### config.mk
export PLATFORM = sky130hd
export DESIGN_NAME = seq_divider
export DESIGN_NICKNAME = d
export VERILOG_FILES = /design/src/rtl/seq_arith_pkg.sv /design/src/rtl/seq_divider_div_step.sv /design/src/rtl/seq_divider.sv
export SDC_FILE = /design/constraint.sdc
export NUM_CORES = 1
export LEC_CHECK = 0
export CORE_MARGIN = 10
export CORE_UTILIZATION = 49
export CTS_CLUSTER_DIAMETER = 120
export CTS_CLUSTER_SIZE = 8
export DETAILED_ROUTE_END_ITERATION = 10
export GPL_ROUTABILITY_DRIVEN = 0
export PLACE_DENSITY = 0.86
export RECOVER_POWER = 50
export SYNTH_ARGS = -nofsm -noshare
export SYNTH_HDL_FRONTEND = slang
export SYNTH_SLANG_ARGS = --single-unit
### constraint.sdc
create_clock -name clk -period 2.15 [get_ports clk]
set_clock_uncertainty 0.1 [all_clocks]
set_input_delay 0.645 -clock clk [delete_from_list [all_inputs] [get_ports clk]]
set_output_delay 0.645 -clock clk [all_outputs]
set_load 0.005 [all_outputs]
### src/rtl/seq_arith_pkg.sv
// Shared constants for the sequential arithmetic datapath (adder and divider).
// Holds the FSM state encoding and the default operand width.
package seq_arith_pkg;

    localparam int ARITH_WIDTH = 8;

    typedef enum logic [1:0] {
        IDLE = 2'd0,
        CALC = 2'd1,
        DONE = 2'd2
    } state_t;

endpackage

### src/rtl/seq_divider_div_step.sv
// One restoring-division iteration: trial subtract of d from {r, q_msb}, zero latency.
// Purely combinational, so there is no handshake and no backpressure.
module div_step #(
    parameter int WIDTH = 8
) (
    input  logic [WIDTH-1:0] r,
    input  logic             q_msb,
    input  logic [WIDTH-1:0] d,
    output logic [WIDTH-1:0] next_r,
    output logic             q_bit
);

    logic [WIDTH:0] trial;

    always_comb begin
        trial = {r, q_msb} - {1'b0, d};
        // A set top bit is the borrow: d did not fit, so keep the shifted remainder
        q_bit = ~trial[WIDTH];
        if (trial[WIDTH]) begin
            next_r = {r[WIDTH-2:0], q_msb};
        end else begin
            next_r = trial[WIDTH-1:0];
        end
    end

endmodule

### src/rtl/seq_divider.sv
// Unsigned restoring divider; WIDTH+1 edges start-to-done (1 edge when dividing by zero).
// start is only sampled in IDLE; starts while busy are dropped, not queued.
module seq_divider
    import seq_arith_pkg::*;
#(
    parameter int WIDTH = ARITH_WIDTH
) (
    input  logic             clk,
    input  logic             rst_n,
    input  logic             start,
    input  logic [WIDTH-1:0] dividend,
    input  logic [WIDTH-1:0] divisor,
    output logic             busy,
    output logic             done,
    output logic [WIDTH-1:0] quotient,
    output logic [WIDTH-1:0] remainder,
    output logic             div_by_zero,
    output logic             zero
);

    localparam int CW = (WIDTH > 2) ? $clog2(WIDTH) : 1;

    state_t           state_q, state_d;
    logic [CW-1:0]    cnt_q, cnt_d;
    logic [WIDTH-1:0] qreg_q, qreg_d;
    logic [WIDTH-1:0] r_q, r_d;
    logic [WIDTH-1:0] d_q, d_d;
    logic [WIDTH-1:0] quo_q, quo_d;
    logic [WIDTH-1:0] rem_q, rem_d;
    logic             dz_q, dz_d;
    logic             zero_q, zero_d;
    logic             done_q, done_d;

    logic [WIDTH-1:0] step_r;
    logic             step_bit;

    div_step #(.WIDTH(WIDTH)) u_div_step (
        .r      (r_q),
        .q_msb  (qreg_q[WIDTH-1]),
        .d      (d_q),
        .next_r (step_r),
        .q_bit  (step_bit)
    );

    always_comb begin
        state_d = state_q;
        cnt_d   = cnt_q;
        qreg_d  = qreg_q;
        r_d     = r_q;
        d_d     = d_q;
        quo_d   = quo_q;
        rem_d   = rem_q;
        dz_d    = dz_q;
        zero_d  = zero_q;
        done_d  = 1'b0;

        case (state_q)
            IDLE: begin
                if (start) begin
                    qreg_d = dividend;
                    d_d    = divisor;
                    r_d    = '0;
                    cnt_d  = CW'(WIDTH - 1);
                    if (divisor == '0) begin
                        state_d = DONE;
                        done_d  = 1'b1;
                        quo_d   = '1;
                        rem_d   = dividend;
                        dz_d    = 1'b1;
                        zero_d  = 1'b0;
                    end else begin
                        state_d = CALC;
                    end
                end
            end
            CALC: begin
                qreg_d = {qreg_q[WIDTH-2:0], step_bit};
                r_d    = step_r;
                // Results are registered on the edge entering DONE so they are valid with done
                if (cnt_q == '0) begin
                    state_d = DONE;
                    done_d  = 1'b1;
                    quo_d   = qreg_d;
                    rem_d   = step_r;
                    dz_d    = 1'b0;
                    zero_d  = (qreg_d == '0);
                end else begin
                    cnt_d = cnt_q - CW'(1);
                end
            end
            DONE: begin
                state_d = IDLE;
            end
            default: begin
                state_d = IDLE;
            end
        endcase
    end

    always_ff @(posedge clk or negedge rst_n) begin
        if (!rst_n) begin
            state_q <= IDLE;
            cnt_q   <= '0;
            qreg_q  <= '0;
            r_q     <= '0;
            d_q     <= '0;
            quo_q   <= '0;
            rem_q   <= '0;
            dz_q    <= 1'b0;
            zero_q  <= 1'b0;
            done_q  <= 1'b0;
        end else begin
            state_q <= state_d;
            cnt_q   <= cnt_d;
            qreg_q  <= qreg_d;
            r_q     <= r_d;
            d_q     <= d_d;
            quo_q   <= quo_d;
            rem_q   <= rem_d;
            dz_q    <= dz_d;
            zero_q  <= zero_d;
            done_q  <= done_d;
        end
    end

    assign busy        = (state_q != IDLE);
    assign done        = done_q;
    assign quotient    = quo_q;
    assign remainder   = rem_q;
    assign div_by_zero = dz_q;
    assign zero        = zero_q;

endmodule

==> summary.md <==
The net count of the finished layout is 401. The final layout contains routed wiring with a total length of 8.44 mm. TritonCTS built the clock tree.

Number of vias in the routed layout: 2715. Detailed placement ended at an HPWL of 5.39 mm. Type of the worst setup path: flop to flop. The tools report the standard cell core area as 0.00511 mm^2. The logs give -386 ps for the slack of the critical path and 0 for the count of endpoints failing hold in the final timing report.

Counting every net in the synthesized netlist gives 308. The longest clock path from root to sink contains 2 buffers. 0 antenna diodes ended up in the layout. The tightest min-delay check is of the flop to flop type. Slew at the pin closest to its max-slew limit: 1190 ps. The latest clock arrival within the worst-skew pair was 320 ps; the peak supply drop was 1.08 mV.

After clock tree synthesis, the flow added hold-fix buffers numbering 0. At the worst endpoint, the required time is 2280 ps. Setup repair after global routing could not meet its margin everywhere. The die outline height came out at 92.5 um. The tools report the full die area as 0.00856 mm^2. The critical path capture point type was a flop.

Input and output buffers added on the ports amount to 38. The tools report the sequential share of the synthesized area as 46.6%. The number of clock buffers added by TritonCTS is 5. The initial antenna violation count was 0; the total grt overflow was 0. The dominant combinational cell family by area after synthesis was compound AO/OA/AOI/OAI gates.

The static leakage was 1.68 nW. Dividing the detail-routed via count by the number of cells gives 6.14. In this run the clock root is driven by a sky130_fd_sc_hd__clkbuf_8. The most used flip-flop cell after synthesis is sky130_fd_sc_hd__dfrtp_1.

The top cell types in the final layout, fill and taps aside, are sky130_fd_sc_hd__buf_4, sky130_fd_sc_hd__dfrtp_1, sky130_fd_sc_hd__nand2_1. The arrival time at the worst endpoint came out at 2670 ps. The commonest non-fill, non-tap cell in the layout was sky130_fd_sc_hd__buf_4.

The number of enable-type register cells in the synthesized netlist is 0, and the number of max-slew violations in the final report is 0. The clock net in this run drives a total of 48 sinks. In this run the tightest slew margin relative to its limit is 21.0%. Maximum fanout along the worst path: 7. Of the cells placed in the final design, the portion with a size suffix greater than 1 is 27.7%. The flow ran to the end, but the final reports show violations.

The setup total negative slack came out at -5270 ps. The time the worst path needs with I/O delays and setup is 2540 ps, and the largest net degree at the start of global routing is 49. For this block, the initial DRC count from the detailed router was 348. The biggest area contributor in the post-synthesis netlist is sky130_fd_sc_hd__dfrtp_1. The xor/xnor share of the synthesized area is 1.70%. The logs give -390 ps for the slack of the worst reg-to-reg path and 0 for the remaining number of nets flagged by the antenna check after routing. The die is 92.5 um wide. The synthesized design devotes to its leading area cell type 46.6% of total area. The number of I/O pins is 39.

Number of detailed-route iterations in the first pass: 5. In the post-synthesis netlist, the biggest area contributors are sky130_fd_sc_hd__dfrtp_1, sky130_fd_sc_hd__nand2_1, sky130_fd_sc_hd__ha_1, sky130_fd_sc_hd__o21ai_0, sky130_fd_sc_hd__nor2_1. The maximum clock frequency came out at 394 MHz. Hold timing on the final database bottoms out at a slack of 395 ps. Worst slack after detailed placement: -506 ps.

The ratio of final minimum period to clock period came out at 118%. Counting every instance in the synthesized netlist gives 278. In the final routed layout, each cell accounts on average for 19.1 um. The first global-routing pass estimated 12.8 mm of wire. After detailed routing, the number of remaining DRC violations is 0.

Average instance area after synthesis: 9.28 um^2. After synthesis, the share of cell area in mux cells is 2.52%. Post-synthesis adder-cell area fraction: 5.63%.

Yosys printed 0 warnings. For this run, asynchronously set or reset flops after synthesis account for 100%. The checks that failed: setup timing.

Setup violations remaining at the end of the flow were counted as 19. Global routing consumed, over all layers together, 18.4% of the routing resources. The logs give 50.5% for the initial core utilization and 26 for the number of core rows.

The number of max-cap violations came out at 0. The synthesized netlist devotes 17.2% of its cell area to simple gates. The post-synthesis instance area is 0.00258 mm^2, and the clock-pin slew of the registers on the worst-case setup and hold paths is 90 ps.

Utilization after layout: 72.4%. The logs give 48 for the number of unique standard cell types used by synthesis and 2 for the maximum level of the CTS H-tree. The startpoint class of the critical path is a flop. The power density over the cells was 2020 mW/mm^2. The number of global-route vias before repair is 2621, and the synthesized-area fraction occupied by ao, oa, aoi and oai cells is 20.5%. Counting flops and latches in the post-synthesis netlist gives 48. Relative to the synthesized area, the layout overhead comes to 43.4%.
==> synthesized netlist by cell type, drive strengths merged, types with 2 or more instances <==
master and number:
buf 9, nor3 8, mux2i 5, o211ai 5
xor2 3, o22a 7, nor2 25, o211a 2
nand2 36, a21oi 15, o21ai 26, a211o 2
nand3 4, a31oi 9, ha 10, a22oi 2
or3b 2, clkbuf 6, or4 2, nand2b 3
xnor2 2, dfrtp 48, a211oi 7, and3 5
or3 2, inv 18
==> final cells by class <==
class	count	area (um^2)
sequential	48	1200
tap	70	87.6
timing repair buffer	101	863
clock buffer	5	68.8
multi-input combinational	197	1360
clock inverter	3	46.3
inverter	18	67.6
fill	334	1410
==> routing by layer <==
| layer | vias up | GRT usage [%] | share of wire, % |
|---|---|---|---|
| met4 | 0 | 7.07 | 4.1 |
| met5 | - | 0 | 0 |
| li1 | 1171 | - | - |
| met1 | 1311 | 22.4 | 39 |
| met2 | 189 | 30.7 | 48 |
| met3 | 44 | 4.68 | 9.6 |
==> cells by family (layout without fill, tap and decap cells) <==
group           count (synthesis)  count (layout)
mux                             6               6
simple gates                   95              95
flops                          48              48
xor+xnor                        5               5
buf+inv                        33             127
compound gates                 80              80
fa+ha+maj                      11              11
==> where the power goes <==
part / switching [mW] / total [mW] / internal, mW
clock network: 0.337 / 0.688 / 0.351
registers: 0.308 / 1.65 / 1.34
logic: 2.61 / 5.12 / 2.51
==> flip-flops by register name, indices dropped and copies added (netlist names) <==
register / count
div_by_zero: 1
qreg_q: 8
quotient: 8
r_q: 8
state_q: 2
cnt_q: 3
zero: 1
done: 1
d_q: 8
remainder: 8
==> final timing paths <==
path / to / cells past startpoint / start
max in group asynchronous: qreg_q[2]$_DFFE_PN0P_ / 2 / rst_n
worst max-delay path: remainder[0]$_DFFE_PN0P_ / 10 / qreg_q[7]$_DFFE_PN0P_
worst min register to register: quotient[6]$_DFFE_PN0P_ / 1 / quotient[6]$_DFFE_PN0P_
worst min-delay path: quotient[6]$_DFFE_PN0P_ / 1 / quotient[6]$_DFFE_PN0P_
min in group asynchronous: d_q[4]$_DFFE_PN0P_ / 2 / rst_n
worst max register to register: remainder[0]$_DFFE_PN0P_ / 10 / qreg_q[7]$_DFFE_PN0P_
==> critical path: stages, from the launching register on <==
cell and delay, ps:
sky130_fd_sc_hd__dfrtp_1 390, sky130_fd_sc_hd__inv_2 80, sky130_fd_sc_hd__ha_4 140, sky130_fd_sc_hd__inv_2 40, sky130_fd_sc_hd__fa_2 390, sky130_fd_sc_hd__a211oi_4 250
sky130_fd_sc_hd__buf_4 160, sky130_fd_sc_hd__o211ai_1 170, sky130_fd_sc_hd__o211ai_4 210, sky130_fd_sc_hd__mux2_4 350, sky130_fd_sc_hd__a211oi_2 180
==> per-stage QoR <==
step                      instance area [um^2]  cells  total power [mW]
after global routing                      3700    442              7.92
after global placement                    3380    423              5.45
after detailed placement                  3380    423              5.63
final                                     3700    442              7.46
after CTS                                 3580    438              6.62
after floorplan                           2590    278              3.94
==> what timing repair did <==
item                                    CTS  global route
endpoints found under the setup margin   28            23
resized for setup                        13            27
buffers inserted                          7             6
pin swaps                                 5             9
(Power assumes the default switching activity.)
